==> src/rtl/csr_pkg.sv <==
// Shared CSR addresses, write masks and read-forced bits for the M-mode CSR file.
// CSR_COUNTERS_EN selects whether the mcycle/minstret counter addresses are writable.
package csr_pkg;

  localparam logic [11:0] CSR_MSTATUS   = 12'h300;
  localparam logic [11:0] CSR_MIE       = 12'h304;
  localparam logic [11:0] CSR_MTVEC     = 12'h305;
  localparam logic [11:0] CSR_MSCRATCH  = 12'h340;
  localparam logic [11:0] CSR_MEPC      = 12'h341;
  localparam logic [11:0] CSR_MCAUSE    = 12'h342;
  localparam logic [11:0] CSR_MTVAL     = 12'h343;
  localparam logic [11:0] CSR_MCYCLE    = 12'hB00;
  localparam logic [11:0] CSR_MINSTRET  = 12'hB02;
  localparam logic [11:0] CSR_MCYCLEH   = 12'hB80;
  localparam logic [11:0] CSR_MINSTRETH = 12'hB82;
  localparam logic [11:0] CSR_MHARTID   = 12'hF14;

  localparam logic [31:0] MSTATUS_WMASK = 32'h0000_0088;
  localparam logic [31:0] ALIGN4_WMASK  = 32'hFFFF_FFFC;
  localparam logic [31:0] MSTATUS_MPP   = 32'h0000_1800;

  typedef struct packed {
    logic        en;
    logic [11:0] addr;
    logic [31:0] data;
  } csr_wreq_t;

  function automatic logic [31:0] csr_wmask(input logic [11:0] addr);
    case (addr)
      CSR_MSTATUS:         return MSTATUS_WMASK;
      CSR_MTVEC, CSR_MEPC: return ALIGN4_WMASK;
      default:             return 32'hFFFF_FFFF;
    endcase
  endfunction

  // mhartid and unmapped addresses (0x000 from a flushed MEM/WB entry) are not writable
  function automatic logic csr_writable(input logic [11:0] addr);
    case (addr)
      CSR_MSTATUS, CSR_MIE, CSR_MTVEC, CSR_MSCRATCH,
      CSR_MEPC, CSR_MCAUSE, CSR_MTVAL: return 1'b1;
`ifdef CSR_COUNTERS_EN
      CSR_MCYCLE, CSR_MCYCLEH, CSR_MINSTRET, CSR_MINSTRETH: return 1'b1;
`endif
      default: return 1'b0;
    endcase
  endfunction

endpackage

==> src/rtl/csr_counter64.sv <==
// 64-bit event counter with per-half software write; a write suppresses the increment.
module csr_counter64 (
  input  logic        clk,
  input  logic        rst_n,
  input  logic        inc,
  input  logic        wr_lo,
  input  logic        wr_hi,
  input  logic [31:0] wdata,
  output logic [63:0] value
);

  logic [63:0] cnt_q, cnt_d;

  // write-over-increment: the unwritten half holds, no carry crosses into it
  always_comb begin
    cnt_d = cnt_q;
    if (wr_lo || wr_hi) begin
      if (wr_lo) cnt_d[31:0]  = wdata;
      if (wr_hi) cnt_d[63:32] = wdata;
    end else if (inc) begin
      cnt_d = cnt_q + 64'd1;
    end
  end

  always_ff @(posedge clk or negedge rst_n) begin
    if (!rst_n) cnt_q <= '0;
    else        cnt_q <= cnt_d;
  end

  assign value = cnt_q;

endmodule

==> src/rtl/csr_regfile.sv <==
// RV32 machine-mode CSR file: combinational EX read with WB write-first bypass, sync WB write.
// Define CSR_COUNTERS_EN to build the mcycle/minstret counters; otherwise they read 0.
module csr_regfile
  import csr_pkg::*;
#(
  parameter int          XLEN        = 32,
  parameter logic [31:0] HART_ID     = 32'h0,
  parameter logic [31:0] MTVEC_RESET = 32'h0
) (
  input  logic            clk,
  input  logic            rst_n,
  input  logic [11:0]     csr_rd_addr,
  output logic [XLEN-1:0] csr_rd_data,
  output logic            csr_rd_illegal,
  input  logic [11:0]     csr_dest_WB,
  input  logic [XLEN-1:0] csr_wb_data,
  input  logic            csr_wb_en,
  input  logic            instr_retire
);

  csr_wreq_t   wreq;
  logic [31:0] wr_data;
  logic [31:0] wr_view;

  assign wreq    = '{en: csr_wb_en && csr_writable(csr_dest_WB), addr: csr_dest_WB, data: csr_wb_data};
  assign wr_data = wreq.data & csr_wmask(wreq.addr);
  // what the written value reads back as, including mstatus' hardwired MPP
  assign wr_view = wr_data | ((wreq.addr == CSR_MSTATUS) ? MSTATUS_MPP : 32'h0);

  logic [31:0] mstatus_q, mie_q, mtvec_q, mscratch_q, mepc_q, mcause_q, mtval_q;

  always_ff @(posedge clk or negedge rst_n) begin
    if (!rst_n) begin
      mstatus_q  <= '0;
      mie_q      <= '0;
      mtvec_q    <= MTVEC_RESET;
      mscratch_q <= '0;
      mepc_q     <= '0;
      mcause_q   <= '0;
      mtval_q    <= '0;
    end else if (wreq.en) begin
      case (wreq.addr)
        CSR_MSTATUS:  mstatus_q  <= wr_data;
        CSR_MIE:      mie_q      <= wr_data;
        CSR_MTVEC:    mtvec_q    <= wr_data;
        CSR_MSCRATCH: mscratch_q <= wr_data;
        CSR_MEPC:     mepc_q     <= wr_data;
        CSR_MCAUSE:   mcause_q   <= wr_data;
        CSR_MTVAL:    mtval_q    <= wr_data;
        default: ;
      endcase
    end
  end

  logic [63:0] mcycle_v, minstret_v;

`ifdef CSR_COUNTERS_EN
  csr_counter64 u_mcycle (
    .clk   (clk),
    .rst_n (rst_n),
    .inc   (1'b1),
    .wr_lo (wreq.en && wreq.addr == CSR_MCYCLE),
    .wr_hi (wreq.en && wreq.addr == CSR_MCYCLEH),
    .wdata (wreq.data),
    .value (mcycle_v)
  );

  csr_counter64 u_minstret (
    .clk   (clk),
    .rst_n (rst_n),
    .inc   (instr_retire),
    .wr_lo (wreq.en && wreq.addr == CSR_MINSTRET),
    .wr_hi (wreq.en && wreq.addr == CSR_MINSTRETH),
    .wdata (wreq.data),
    .value (minstret_v)
  );
`else
  logic unused_retire;
  assign unused_retire = instr_retire;
  assign mcycle_v      = '0;
  assign minstret_v    = '0;
`endif

  always_comb begin
    csr_rd_data    = '0;
    csr_rd_illegal = 1'b0;
    case (csr_rd_addr)
      CSR_MSTATUS:   csr_rd_data = mstatus_q | MSTATUS_MPP;
      CSR_MIE:       csr_rd_data = mie_q;
      CSR_MTVEC:     csr_rd_data = mtvec_q;
      CSR_MSCRATCH:  csr_rd_data = mscratch_q;
      CSR_MEPC:      csr_rd_data = mepc_q;
      CSR_MCAUSE:    csr_rd_data = mcause_q;
      CSR_MTVAL:     csr_rd_data = mtval_q;
      CSR_MCYCLE:    csr_rd_data = mcycle_v[31:0];
      CSR_MCYCLEH:   csr_rd_data = mcycle_v[63:32];
      CSR_MINSTRET:  csr_rd_data = minstret_v[31:0];
      CSR_MINSTRETH: csr_rd_data = minstret_v[63:32];
      CSR_MHARTID:   csr_rd_data = HART_ID;
      default:       csr_rd_illegal = 1'b1;
    endcase
    // same-cycle WB write to the read address wins, closing the WB->EX hazard
    if (wreq.en && wreq.addr == csr_rd_addr) csr_rd_data = wr_view;
  end

endmodule

==> config.mk <==
export PLATFORM = sky130hd
export DESIGN_NAME = csr_regfile
export DESIGN_NICKNAME = d
export VERILOG_FILES = /design/src/rtl/csr_pkg.sv /design/src/rtl/csr_counter64.sv /design/src/rtl/csr_regfile.sv
export SDC_FILE = /design/constraint.sdc
export NUM_CORES = 1
export LEC_CHECK = 0
export BUFFER_PORTS_ARGS = -buffer_cell sky130_fd_sc_hd__buf_2
export CORE_MARGIN = 2
export CORE_UTILIZATION = 32
export CTS_CLUSTER_DIAMETER = 150
export CTS_CLUSTER_SIZE = 40
export DETAILED_ROUTE_END_ITERATION = 8
export SLEW_MARGIN = 30
export SYNTH_ARGS = -nofsm -noshare
export SYNTH_HDL_FRONTEND = slang
export SYNTH_SLANG_ARGS = --single-unit
export TNS_END_PERCENT = 100
==> constraint.sdc <==
create_clock -name clk -period 3.2 [get_ports clk]
set_input_delay 0.16 -clock clk [delete_from_list [all_inputs] [get_ports clk]]
set_output_delay 0.16 -clock clk [all_outputs]
set_load 0.02 [all_outputs]
# == Yosys cells after proc, flatten, opt, wreduce, memory -nomap -nowiden ==
# Cells that the tools add are included.
# word_totals
register_bits,224
latch_bits,0
ram_bits,0
mem_bits_ro,0
inputBits,60
output_inout_bits,33
wordCells,47
memories,0
# classes
add_sub_neg,0
multipliers,0
div,0
order_cmp,0
n_eq_ne,20
shift,0
mux,6
bitwise,2
n_reduce_logical,12
# op_table
op,n
$pmux 32 s7,1
$eq 12x10->1 const B,14
$pmux 32 s2,1
$eq 12x12->1 const B,5
$and 32x32->32,1
$mux 32,1
$or 32x13->32,1
$reduce_and 2->1,7
$mux 13,1
$eq 12x12->1,1
$reduce_or 12->1,1
$reduce_or 7->1,1
$logic_and 1x1->1,2
$mux 1,2
$reduce_or 2->1,1

# == Logic depth before layout (Yosys ltp) ==
# Gate-level depths: netlist of the first run.
# logic_depth
word_depth,6
mapped_depth,8
mapped_depth_nobuf,5

# == Worst setup path after synthesis of the first run ==
# Ideal clock, no wire load.
# synth_timing
path_type,in2out
startpoint,input csr_rd_addr[0]
endpoint,output csr_rd_data[22]
arrival_ps,1770
required_time_ps,3040
path_slack_ps,1270
stages,7
path_buffers,3
cell_sequence,buf_2 > or4b_1 > clkbuf_1 > buf_1 > o22ai_1 > a22oi_1 > mux2i_1
# synth_between
elab_chain_len,3
elab_cells_between_ends,11
cone_classes,eq/ne (8); mux (2); reduce/logical (1)
# synth_rtl
element,line,source
from (decl),csr_regfile.sv:12,"input logic [11:0] csr_rd_addr,"
$eq 12x10->1 or $eq 12x12->1 (tied branches),"csr_regfile.sv:87, csr_regfile.sv:103",
$pmux 32 s7 or $logic_and 1x1->1 (tied branches),"csr_regfile.sv:87, csr_regfile.sv:103",
$mux 32 (*),csr_regfile.sv:103,if (wreq.en && wreq.addr == csr_rd_addr) csr_rd_data = wr_view;
to (decl),csr_regfile.sv:13,"output logic [XLEN-1:0] csr_rd_data,"
# Mark *: on every way between the ends. The rest lies on a longest branch, timed or not.

# == Worst setup path in the final report of the first run ==
# layout_timing
startpoint,input csr_dest_WB[11]
endpoint,output csr_rd_data[9]
# layout_between
elab_chain_len,6
elab_cells_between_ends,17
cone_classes,eq/ne (8); mux (3); bitwise (2); reduce/logical (4)
# layout_rtl
element,line,source
from (decl),csr_regfile.sv:15,"input logic [11:0] csr_dest_WB,"
$eq 12x10->1 (on tied branches),"csr_pkg.sv:29, csr_pkg.sv:38",
$reduce_or 2->1 or $reduce_or 7->1 (tied branches),"csr_pkg.sv:29, csr_pkg.sv:38",
$pmux 32 s2 or $mux 1 (tied branches),"csr_pkg.sv:29, csr_pkg.sv:38",
$and 32x32->32 or $logic_and 1x1->1 (tied branches),"csr_regfile.sv:26, csr_regfile.sv:25",
$or 32x13->32 or $logic_and 1x1->1 (tied branches),"csr_regfile.sv:28, csr_regfile.sv:103",
$mux 32 (*),csr_regfile.sv:103,
# Marks and branches as above.

==> impl_results.md, run 1 <==
* Instance count of the mapped netlist at 1023
* Pin count of the biggest net entering global routing at 97
* Synth top cells by count: sky130_fd_sc_hd__dfrtp_1, sky130_fd_sc_hd__nand2_1, sky130_fd_sc_hd__o21ai_0
* Vias per Instance at 4.96
* I/O pin cnt at 93
* Req. time, crit path at slightly above 3 ns
* Smallest hold slack at 0.00601 ns
* Final instance area at about 0.012 mm²
* Weighted congestion reported at the end of routability-driven placement at 0.743
* # clock sinks at 222
* Mux share of post-synthesis cell area at 0.146
* Longest individual stage delay on the worst path at 0.62 ns
* Core footprint at between 0.03 and 0.04 mm²
* Proportion of netlist area held by the largest area contributor at 0.526
* Longest Clk Path Bufs at 3
* Crit-path cells: buf_2 -> nor4b_4 -> nand2_1 -> or4_2 -> buf_4 -> nand2_1 -> mux2i_1 -> buf_2
* PortBufs at 91
* Min-delay worst type: in -> reg
* Post-DR wirelength/cell at 17.9 µm
* Share of synthesized cell area in full adder, half adder and majority cells at 0
* Combinational family with the most area after synthesis: compound AO/OA/AOI/OAI gates
* # resized after CTS at 0
* Slack of the critical path at roughly 0.66 ns
* Start-to-end type of the worst setup path: in -> out
* GRT overflow at 0
* Starting density of the core at 0.325
* DR vias at between 7000 and 8000
* Worst VDD drop at 0.307 mV
* Drt initial violations at 478
* Switching part of the total at 0.240
* Sum of negative setup slack at 0 ns
* Distinct cells, synth at 46
* Post-synthesis sequential element count at 222
* Internal Power at 3450 µW
* DRC Markers at 0
* Max-slew violation count at 0
* Total number of nets in the final design at 1130
* Largest fanout of any net on the critical path at 28
* Average size of a mapped cell at between 10 and 15 µm²
* Critical path data arrival time at 2.38 ns
* Post-detailed-placement half-perimeter wirelength at 16900 µm
* Clock latency on the worst-skew pair at 0.48 ns
* Area enclosed by the die boundary at 0.0345 mm²
* Sequential-to-total area share from yosys stat at 0.526
* Biggest area consumer among synthesized cells: sky130_fd_sc_hd__dfrtp_1
* Library cell contributing the largest single delay on the critical path: sky130_fd_sc_hd__or4_2
* Comb pwr share at 0.068
* Setup repair after global routing missed its margin: no
* Worst clock skew at 0 ns
* Critical path launch point type: input pin
* Number of global-route vias before repair at 7541
* Gr usage total at 0.160
* Number of levels in the clock H-tree at 1
* Number of synthesized flops with an enable pin at 0
* Simple-gate share of the synthesized area at 0.131
* Most repeated cell in the gate-level netlist after synthesis: sky130_fd_sc_hd__dfrtp_1
* Count of endpoints failing setup in the final report at 0
* Fmax at 0.393 GHz
* CTS buffer count at 9
* Maxcap violations at 0
* Instance area at placement at roughly 0.011 mm²
* Critical Path End Type: output pin
* Hold-fix buffers, CTS at 7
* XOR/XNOR share of the synthesized area at 0.0108
* Period utilisation layout at 0.794
* Clock tree from TritonCTS: yes
* Power share of the sequential group at 0.622
* Fraction of final layout cells with drive strength greater than 1 at 0.205
* Wire length of the first global-routing pass at 43100 µm
* Height of the chip at 186 µm
* Summed instance area of the synthesized netlist at approximately 0.011 mm²
* Final critical delay including setup and external delays at 2.54 ns
* Main synth FF type: sky130_fd_sc_hd__dfrtp_1
* Standard-cell rows at 66
* Compound-cell area share of the yosys netlist at 0.151
* Horizontal extent of the die at approximately 190 µm
* Clock Pin Slew Worst Setup and Hold Paths at 0.14 ns
* Number of antenna violations at the first check in global routing at 2
* Proportion of register bits with asynchronous set or reset after synthesis at 1.00
* Total routed wirelength at ~27000 µm
* Number of filler instances in the final layout at between 3000 and 4000
* Final-report hold violation count at 0
* Residual antenna-violating net count after detailed routing at 0
* Actual slew at the worst max-slew pin at around 0.9 ns
* Ratio of total power to cell area at 386 mW/mm²
* Fraction of power consumed by the clock network at 0.311
* Layout overhead on the synthesized area at 11.4%
* First-pass iteration count of the detailed router at 4
* Run status: finished clean
* YS warnings at 0
* P_sw at 1090 µW
* Pre-CTS WS at 0.626 ns
* Leakage dissipation at ~0.0056 µW
* Clk root buf: sky130_fd_sc_hd__clkbuf_16
* Relative slew margins at 0.394
* Total setup buffers inserted after CTS at 0
* Net Count, Synth at ~1100
* Synth top area cells: sky130_fd_sc_hd__dfrtp_1, sky130_fd_sc_hd__mux2i_1, sky130_fd_sc_hd__o21ai_0
worst max-delay path: cells and delay by family:
family | cells | cell delay, ns
mux | 1 | 0.16
buf+inv | 3 | 0.67
simple gates | 4 | 1.37
cells by family after synthesis:
kind of cell / count (synthesis)
xor gates and xnor gates: 13
DFF: 222
and+or+nand+nor: 287
AOI/OAI and AO/OA: 269
buffers and inverters: 87
muxes: 145
placed cells by master, fill, tap and decap left out, types with 5 or more instances in the layout:
cell	instances
sky130_fd_sc_hd__a22oi_1	30
sky130_fd_sc_hd__and2_1	34
sky130_fd_sc_hd__buf_4	24
sky130_fd_sc_hd__dlygate4sd3_1	7
sky130_fd_sc_hd__o21ai_1	5
sky130_fd_sc_hd__mux2_2	55
sky130_fd_sc_hd__nor2_1	5
sky130_fd_sc_hd__o21ai_0	166
sky130_fd_sc_hd__clkbuf_16	9
sky130_fd_sc_hd__a22o_1	26
sky130_fd_sc_hd__o22ai_1	30
sky130_fd_sc_hd__xor2_1	5
sky130_fd_sc_hd__nand2_2	20
sky130_fd_sc_hd__nor2b_1	8
sky130_fd_sc_hd__nand2_1	181
sky130_fd_sc_hd__xnor2_1	8
sky130_fd_sc_hd__nand4_1	6
sky130_fd_sc_hd__mux2i_1	86
sky130_fd_sc_hd__buf_2	89
sky130_fd_sc_hd__dfrtp_1	222
state kept, by name, indices dropped and copies added, names as in the netlist:
register,flops
mcause_q,32
mstatus_q,30
mie_q,32
mepc_q,32
mtvec_q,32
mscratch_q,32
mtval_q,32
metal layers:
metal / vias to the layer above / share of wire / track usage
li1: 3669 / - / -
met1: 3689 / 0.46 / 0.214
met4: 0 / 0.011 / 0.0252
met2: 119 / 0.49 / 0.282
met5: - / 0 / 0
met3: 23 / 0.041 / 0.0200
power by group through the flow:
stage	Sequential, µW	Clock [µW]	Combinational [µW]
6_report	2820	1410	307
5_1_grt	2820	1540	340
4_1_cts	2820	1440	314
3_5_place_dp	2870	0	307
3_3_place_gp	2870	0	303
2_1_floorplan	2870	0	137
metrics by stage:
stage          cells  utilization  total power (µW)
2_1_floorplan   1023            -              3010
3_3_place_gp    1494        0.352              3180
3_5_place_dp    1494        0.352              3180
4_1_cts         1511        0.362              4580
5_1_grt         1511        0.362              4700
6_report        1513        0.362              4540
final cells by class:
type	instances	area, µm²	area share
repair buffers	123	751	0.0638
clock inverters	1	20.0	0.00170
clock buffers	9	225	0.0191
well taps	442	553	0.0470
flip-flops and latches	222	5560	0.472
multi-input cells	714	4660	0.396
diodes	2	5.00	0.000425
path summary, 6_finish.rpt:
kind	slack, ns	end	startpoint	cells past startpoint
max reg2reg	2.42	mie_q[3]	mie_q[3]	1
min	0.006	mtval_q[27]	csr_wb_data[27]	3
min reg2reg	0.49	mcause_q[31]	mcause_q[31]	2
max in group asynchronous	2.07	mtval_q[4]	rst_n	3
max	0.66	csr_rd_data[9]	csr_dest_WB[11]	8
min in group asynchronous	0.28	mepc_q[15]	rst_n	2
(Power assumes the default switching activity.)
==> inputs of run 2 (changes only) <==
==> constraint.sdc (replaced) <==
create_clock -name clk -period 2.45 [get_ports clk]
set_input_delay 0.1225 -clock clk [delete_from_list [all_inputs] [get_ports clk]]
set_output_delay 0.1225 -clock clk [all_outputs]
set_load 0.02 [all_outputs]
==> run 2 against run 1 <==
Compared with the run above: first-iteration DRC count increased by 15%; setup slack worse by 0.45 ns; global-route usage increased by 0.52 points; critical path depth did not move; core utilization increased by 1.1 points; critical endpoint is now csr_rd_data[22]; largest cell class unchanged.
==> impl_results.md, run 2 (synthesis gave the netlist of run 1 again) <==
* Area enclosed by the die boundary at 0.0345 mm² (unchanged)
* Core footprint at 0.0325 mm² (unchanged)
* Largest fanout of any net on the critical path at 22 (-21%)
* Longest individual stage delay on the worst path at 0.69 ns (+0.07 ns)
* Number of levels in the clock H-tree at 1 (unchanged)
* Longest Clk Path Bufs at 3 (unchanged)
* Crit-path cells: buf_2 -> nor4b_4 -> nand2_1 -> or4_2 -> buf_12 -> nand2_2 -> mux2i_1 -> buf_2
* Most frequent standard cell in the layout excluding fill and tap cells: sky130_fd_sc_hd__dfrtp_1
* Max-slew violation count at 0 (unchanged)
* Critical path data arrival time at 2.12 ns (-0.26 ns)
* Library cell contributing the largest single delay on the critical path: sky130_fd_sc_hd__or4_2
* Count of endpoints failing setup in the final report at 0 (unchanged)
* Clock latency on the worst-skew pair at 0.48 ns (about the same)
* PortBufs at 91 (unchanged)
* Wire length of the first global-routing pass at 44500 µm (+3.2%)
* Fmax at 0.445 GHz
* GRT overflow at 0 (unchanged)
* R2r setup slk at 1.67 ns (-0.75 ns)
* Switching part of the total at 0.242 (+0.00111)
* Final instance area at 0.0121 mm² (+3.1%)
* Fraction of power consumed by the clock network at 0.310 (about the same)
* Clock Pin Slew Worst Setup and Hold Paths at 0.15 ns (about the same)
* Layout overhead on the synthesized area at 14.8%
* Vias per Instance at 4.97 (+0.21%)
* Starting density of the core at 0.325 (unchanged)
* Maxcap violations at 0 (unchanged)
* Number of global-route vias before repair at 7754 (+2.8%)
* Critical Path Most Common Cell: sky130_fd_sc_hd__buf_2
* Cell depth of the worst hold path at 3 (unchanged)
* Leakage dissipation at 0.00576 µW (+3.0%)
* Critical Path End Type: output pin
* Gr usage total at 0.165 (+0.00516)
* Run status: finished clean
* Weighted congestion reported at the end of routability-driven placement at 0.769 (+3.5%)
* Total routed wirelength at 27800 µm (+2.5%)
* Instance count on the critical path at 8 (unchanged)
* Power share of the sequential group at 0.617 (-0.005)
* Total number of nets in the final design at 1159 (+2.6%)
* # resized after CTS at 0 (unchanged)
* Period utilisation layout at 0.917
* Clock tree from TritonCTS: yes
* First-pass iteration count of the detailed router at 4 (unchanged)
* Ratio of total power to cell area at 492 mW/mm² (+28%)
* Min-delay worst type: in -> reg
* Critical path launch point type: input pin
* DR vias at 7655 (+2.1%)
* Post-detailed-placement half-perimeter wirelength at 17500 µm (+3.5%)
* Instance area at placement at 0.0117 mm² (+1.8%)
* Final-report hold violation count at 0 (unchanged)
* P_sw at 1440 µW (+32%)
* Relative slew margins at 0.584 (+0.190)
* Residual antenna-violating net count after detailed routing at 0 (unchanged)
* Worst VDD drop at 0.396 mV (+29%)
* DRC Markers at 0 (unchanged)
* I/O pin cnt at 93 (unchanged)
* Commonest cells after routing, fill and taps aside: sky130_fd_sc_hd__dfrtp_1, sky130_fd_sc_hd__nand2_1, sky130_fd_sc_hd__o21ai_0, sky130_fd_sc_hd__buf_2, sky130_fd_sc_hd__mux2i_1
* Number of antenna violations at the first check in global routing at 1 (-1)
* Bufs and invs on worst path at 3 (unchanged)
* Top delay family on crit path: simple AND/OR/NAND/NOR gates
* Req. time, crit path at 2.33 ns (-0.71 ns)
* Worst clock skew at 0 ns (unchanged)
* Final critical delay including setup and external delays at 2.25 ns
* Post-DR wirelength/cell at 18.0 µm (+0.67%)
* Comb pwr share at 0.073 (+0.005)
* Height of the chip at 186 µm (unchanged)
* Standard-cell rows at 66 (unchanged)
* Drt initial violations at 550 (+15%)
* Sum of negative setup slack at 0 ns (unchanged)
* Clk root buf: sky130_fd_sc_hd__clkbuf_16
* # clock sinks at 222 (unchanged)
* Start-to-end type of the worst setup path: in -> out
* Actual slew at the worst max-slew pin at 0.624 ns (-0.284 ns)
* Total setup buffers inserted after CTS at 0 (unchanged)
* Pin count of the biggest net entering global routing at 76 (-22%)
* Setup repair after global routing missed its margin: no
* R2r worst-path depth at 1 (unchanged)
* Horizontal extent of the die at 186 µm (unchanged)
* Fraction of final layout cells with drive strength greater than 1 at 0.211 (+0.00643)
* CTS buffer count at 9 (unchanged)
* Internal Power at 4530 µW (+31%)
[run 2: cell count changes in the layout (fill, tap and decap cells not counted)]
cell	previous run	this run
sky130_fd_sc_hd__buf_4	24	28
sky130_fd_sc_hd__diode_2	2	1
sky130_fd_sc_hd__or3_2	2	3
sky130_fd_sc_hd__buf_12	2	11
sky130_fd_sc_hd__dlygate4sd3_1	7	23
sky130_fd_sc_hd__or3_4	1	0
[run 2: layout make-up]
type | count | area [µm²]
tap | 442 | 553
clock inverter | 1 | 20.0
timing repair buffer | 152 | 1120
sequential | 222 | 5560
fill | 3334 | 20400
clock buffer | 9 | 225
multi-input combinational | 714 | 4660
antenna | 1 | 2.50
[run 2: metrics by stage]
step                      total power, µW  setup WS (ns)   util  cells  hold WS [ns]
after floorplan                      3930          0.595      -   1023        -0.173
after global placement               4160          0.212  0.358   1507         0.134
after detailed placement             4170          0.189  0.358   1507         0.137
after CTS                            6030          0.189  0.373   1540        0.0232
after global routing                 6160          0.105  0.373   1540        0.0414
final                                5970          0.204  0.373   1541        0.0300
[run 2: worst paths after layout]
| kind | startpoint | end |
|---|---|---|
| max in group asynchronous | rst_n | mepc_q[23] |
| hold / removal | csr_wb_data[31] | mtval_q[31] |
| min in group asynchronous | rst_n | mcause_q[19] |
| hold reg to reg | mie_q[29] | mie_q[29] |
| setup reg to reg | mie_q[0] | mie_q[0] |
| setup / recovery | csr_dest_WB[5] | csr_rd_data[22] |
[run 2: what timing repair did]
item	4_1_cts	5_1_grt
hold endpoints to repair	179	0
hold buffers	23	0
setup endpoints to repair	0	0
[run 2: power by group through the flow]
| stage | sequential, µW | clock [µW] | combinational (µW) |
|---|---|---|---|
| CTS | 3680 | 1900 | 443 |
| finish | 3680 | 1850 | 434 |
| global placement | 3750 | 0 | 408 |
| floorplan | 3750 | 0 | 178 |
| global route | 3690 | 1990 | 480 |
| detailed placement | 3750 | 0 | 413 |
[run 2: tightest hold or removal path, cell delays in order]
cell and delay [ns]:
sky130_fd_sc_hd__buf_2 0.10, sky130_fd_sc_hd__nand2_1 0.16, sky130_fd_sc_hd__o21ai_0 0.11
[run 2: per-layer routing]
layer  vias to the layer above  global-route usage  wire length [µm]
li1                       3724                   -                 -
met3                        25              0.0207              1100
met2                       147               0.281             13400
met5                         -                   0                 0
met1                      3759               0.225             12800
met4                         0              0.0375               478
==> inputs of run 3 (changes only) <==
--- a/config.mk
+++ b/config.mk
@@ -6,11 +6,14 @@
 export NUM_CORES = 1
 export LEC_CHECK = 0
 export BUFFER_PORTS_ARGS = -buffer_cell sky130_fd_sc_hd__buf_2
+export CELL_PAD_IN_SITES_DETAIL_PLACEMENT = 1
+export CELL_PAD_IN_SITES_GLOBAL_PLACEMENT = 2
 export CORE_MARGIN = 2
 export CORE_UTILIZATION = 32
 export CTS_CLUSTER_DIAMETER = 150
 export CTS_CLUSTER_SIZE = 40
 export DETAILED_ROUTE_END_ITERATION = 8
+export PLACE_DENSITY_LB_ADDON = 0.1
 export SLEW_MARGIN = 30
 export SYNTH_ARGS = -nofsm -noshare
 export SYNTH_HDL_FRONTEND = slang
==> run 3 against run 2 <==
Compared with the run above: clock power increased by 2%; register-to-register slack about the same; first-iteration DRC count decreased by 40%; sequential cell count unchanged; sequential power about the same; critical path depth unchanged; die area unchanged; non-clock buffer count increased by 9; total power increased by 1.1%; the flow now finishes with violations (hold timing); global-route usage increased by 3.2 points; hold slack got worse by 0.031 ns; critical endpoint is now csr_rd_data[6]; wire length increased by 18%; largest power group unchanged.
==> impl_results.md, run 3 (synthesis gave the netlist of run 1 again) <==
* Relative slew margins at 0.575 (-0.00860)
* Smallest hold slack at -0.000746 ns (-0.0307 ns)
* I/O pin cnt at 93 (unchanged)
* Violated checks: hold timing
* Terminus of the critical flop-to-flop path: mscratch_q[0]
* Post-DR wirelength/cell at 21.2 µm (+17%)
* Maxcap violations at 0 (unchanged)
* Weighted congestion reported at the end of routability-driven placement at 0.723 (-6.0%)
* Max-slew violation count at 0 (unchanged)
* Post-detailed-placement half-perimeter wirelength at 21200 µm (+21%)
* Global-route track usage on met2 at 0.325 (+0.0442)
* Core footprint at 0.0325 mm² (unchanged)
* Worst VDD drop at 0.414 mV (+4.6%)
* Most frequent standard cell in the layout excluding fill and tap cells: sky130_fd_sc_hd__dfrtp_1
* Wire length of the first global-routing pass at 51500 µm (+16%)
* Worst clock skew at 0 ns (unchanged)
* Crit-path cells: buf_2 -> nor4b_4 -> nand2_1 -> or4_2 -> buf_4 -> nand2_1 -> mux2i_1 -> buf_2
* Final-report hold violation count at 1 (+1)
* End point of the worst hold path: mtval_q[24]
* PortBufs at 91 (unchanged)
* R2r setup slk at 1.67 ns (about the same)
* Ratio of total power to cell area at 495 mW/mm² (+0.57%)
* Setup repair after global routing missed its margin: no
* Min-delay worst type: in -> reg
* Drt initial violations at 328 (-40%)
* Fmax at 0.431 GHz (-3.3%)
* Largest fanout of any net on the critical path at 10 (-55%)
* Clock Pin Slew Worst Setup and Hold Paths at 0.12 ns (-0.03 ns)
* Pin count of the biggest net entering global routing at 60 (-21%)
* Number of global-route vias before repair at 8277 (+6.7%)
* Clock latency on the worst-skew pair at 0.48 ns (about the same)
* Hold wc startpoint: csr_wb_data[24]
* Critical Path End Type: output pin
* Residual antenna-violating net count after detailed routing at 0 (unchanged)
* Number of levels in the clock H-tree at 1 (unchanged)
* Count of endpoints failing setup in the final report at 0 (unchanged)
* Leakage dissipation at 0.00580 µW (+0.71%)
* Area of the multi-input gates at 0.00467 mm² (+0.21%)
* Period utilisation layout at 0.948 (+0.0310)
* Total number of nets in the final design at 1168 (+0.78%)
* Cell depth of the worst hold path at 3 (unchanged)
* Commonest cells after routing, fill and taps aside: sky130_fd_sc_hd__dfrtp_1, sky130_fd_sc_hd__nand2_1, sky130_fd_sc_hd__o21ai_0, sky130_fd_sc_hd__buf_2, sky130_fd_sc_hd__mux2i_1
* Standard-cell rows at 66 (unchanged)
* Number of filler instances in the final layout at 3713 (+11%)
* # clock sinks at 222 (unchanged)
* Clock tree from TritonCTS: yes
* Layout overhead on the synthesized area at 15.4%
* Total routed wirelength at 32800 µm (+18%)
* Actual slew at the worst max-slew pin at 0.637 ns (+0.0129 ns)
* Source of the worst register-to-register timing path: mscratch_q[0]
* Horizontal extent of the die at 186 µm (unchanged)
* CTS buffer count at 9 (unchanged)
* Combined flip-flop and latch cell area at 0.00556 mm² (unchanged)
* Gr usage total at 0.197 (+0.0320)
* Number of antenna violations at the first check in global routing at 0 (-1)
* Height of the chip at 186 µm (unchanged)
* Fraction of final layout cells with drive strength greater than 1 at 0.219 (+0.00732)
* Top Usage Layer GRT: met2
* Ant. Diodes at 0 (-1)
* Longest individual stage delay on the worst path at 0.68 ns (about the same)
* Start-to-end type of the worst setup path: in -> out
* Run status: complete, but fails checks
* Clk root buf: sky130_fd_sc_hd__clkbuf_16
* Vias per Instance at 5.03 (+1.2%)
* Global routing usage on met3 at 0.0168 (-0.00391)
* GRT overflow at 0 (unchanged)
* R2r worst-path depth at 1 (unchanged)
* Post-route total power at 6030 µW (+1.1%)
* First-pass iteration count of the detailed router at 4 (unchanged)
* Starting density of the core at 0.325 (unchanged)
* Critical path data arrival time at 2.20 ns (+0.08 ns)
* Critical path launch point type: input pin
* DRC Markers at 0 (unchanged)
* Total setup buffers inserted after CTS at 0 (unchanged)
* Sum of negative setup slack at 0 ns (unchanged)
* Final critical delay including setup and external delays at 2.32 ns (+0.0759 ns)
* Longest Clk Path Bufs at 3 (unchanged)
* GR Layer Usage met1 at 0.289 (+0.0647)
* DR vias at 7784 (+1.7%)
* Area enclosed by the die boundary at 0.0345 mm² (unchanged)
* Req. time, crit path at 2.33 ns (about the same)
* Library cell contributing the largest single delay on the critical path: sky130_fd_sc_hd__or4_2
[run 3: cell types whose count changed in the layout (fill, tap and decap cells not counted)]
cell                            before  now
sky130_fd_sc_hd__buf_6               0    1
sky130_fd_sc_hd__buf_4              28   38
sky130_fd_sc_hd__nor2b_2             1    0
sky130_fd_sc_hd__diode_2             1    0
sky130_fd_sc_hd__nand2_2            20   19
sky130_fd_sc_hd__buf_12             11   10
sky130_fd_sc_hd__nor2b_4             0    1
sky130_fd_sc_hd__nand2_4             0    1
sky130_fd_sc_hd__dlygate4sd3_1      23   22
[run 3: repair_timing]
action / CTS / global route
endpoints found under the setup margin: 0 / 1
endpoints found under the hold margin: 185 / 4
hold buffers: 21 / 1
gates resized for setup: 0 / 2
[run 3: power by group]
group | internal, µW | leakage [µW] | switching (µW) | total, µW
clock | 694 | 0.000121 | 1190 | 1890
combinational | 162 | 0.00258 | 301 | 463
sequential | 3680 | 0.00310 | 6.72 | 3690
total | 4530 | 0.00580 | 1500 | 6030
[run 3: area by class of cell]
type                            count  share of cell area
Clock buffer                        9              0.0185
Timing Repair Buffer              161              0.0965
Multi-Input combinational cell    714               0.383
Clock inverter                      1             0.00164
Sequential cell                   222               0.455
Tap cell                          442              0.0453
[run 3: critical path: cells and delay by family]
family	cells	cell delay, ns
buf+inv	3	0.54
mux	1	0.12
simple gates	4	1.42
[run 3: worst max path at each step]
stage | start | to | depth (start not counted)
after floorplan | csr_rd_addr[0] | csr_rd_data[22] | 7
after CTS | csr_dest_WB[5] | csr_rd_data[29] | 8
after global routing | csr_dest_WB[5] | csr_rd_data[5] | 8
after detailed placement | csr_dest_WB[5] | csr_rd_data[29] | 8
after global placement | csr_dest_WB[5] | csr_rd_data[29] | 8
final | csr_dest_WB[5] | csr_rd_data[6] | 8
[run 3: through the flow]
| step | util | instances | cell area [µm²] | worst slack [ns] |
|---|---|---|---|---|
| after global routing | 0.375 | 1549 | 12200 | 0.00442 |
| after floorplan | - | 1023 | 10600 | 0.595 |
| after CTS | 0.374 | 1548 | 12200 | 0.0782 |
| after detailed placement | 0.360 | 1517 | 11700 | 0.0873 |
| final | 0.375 | 1549 | 12200 | 0.128 |
| after global placement | 0.360 | 1517 | 11700 | 0.139 |
[run 3: metal layers]
layer / wire (µm) / share of wire / up-vias
li1: - / - / 3752
met1: 16500 / 0.50 / 3935
met2: 15300 / 0.47 / 83
met3: 626 / 0.019 / 14
met4: 322 / 0.0098 / 0
met5: 0 / 0 / -
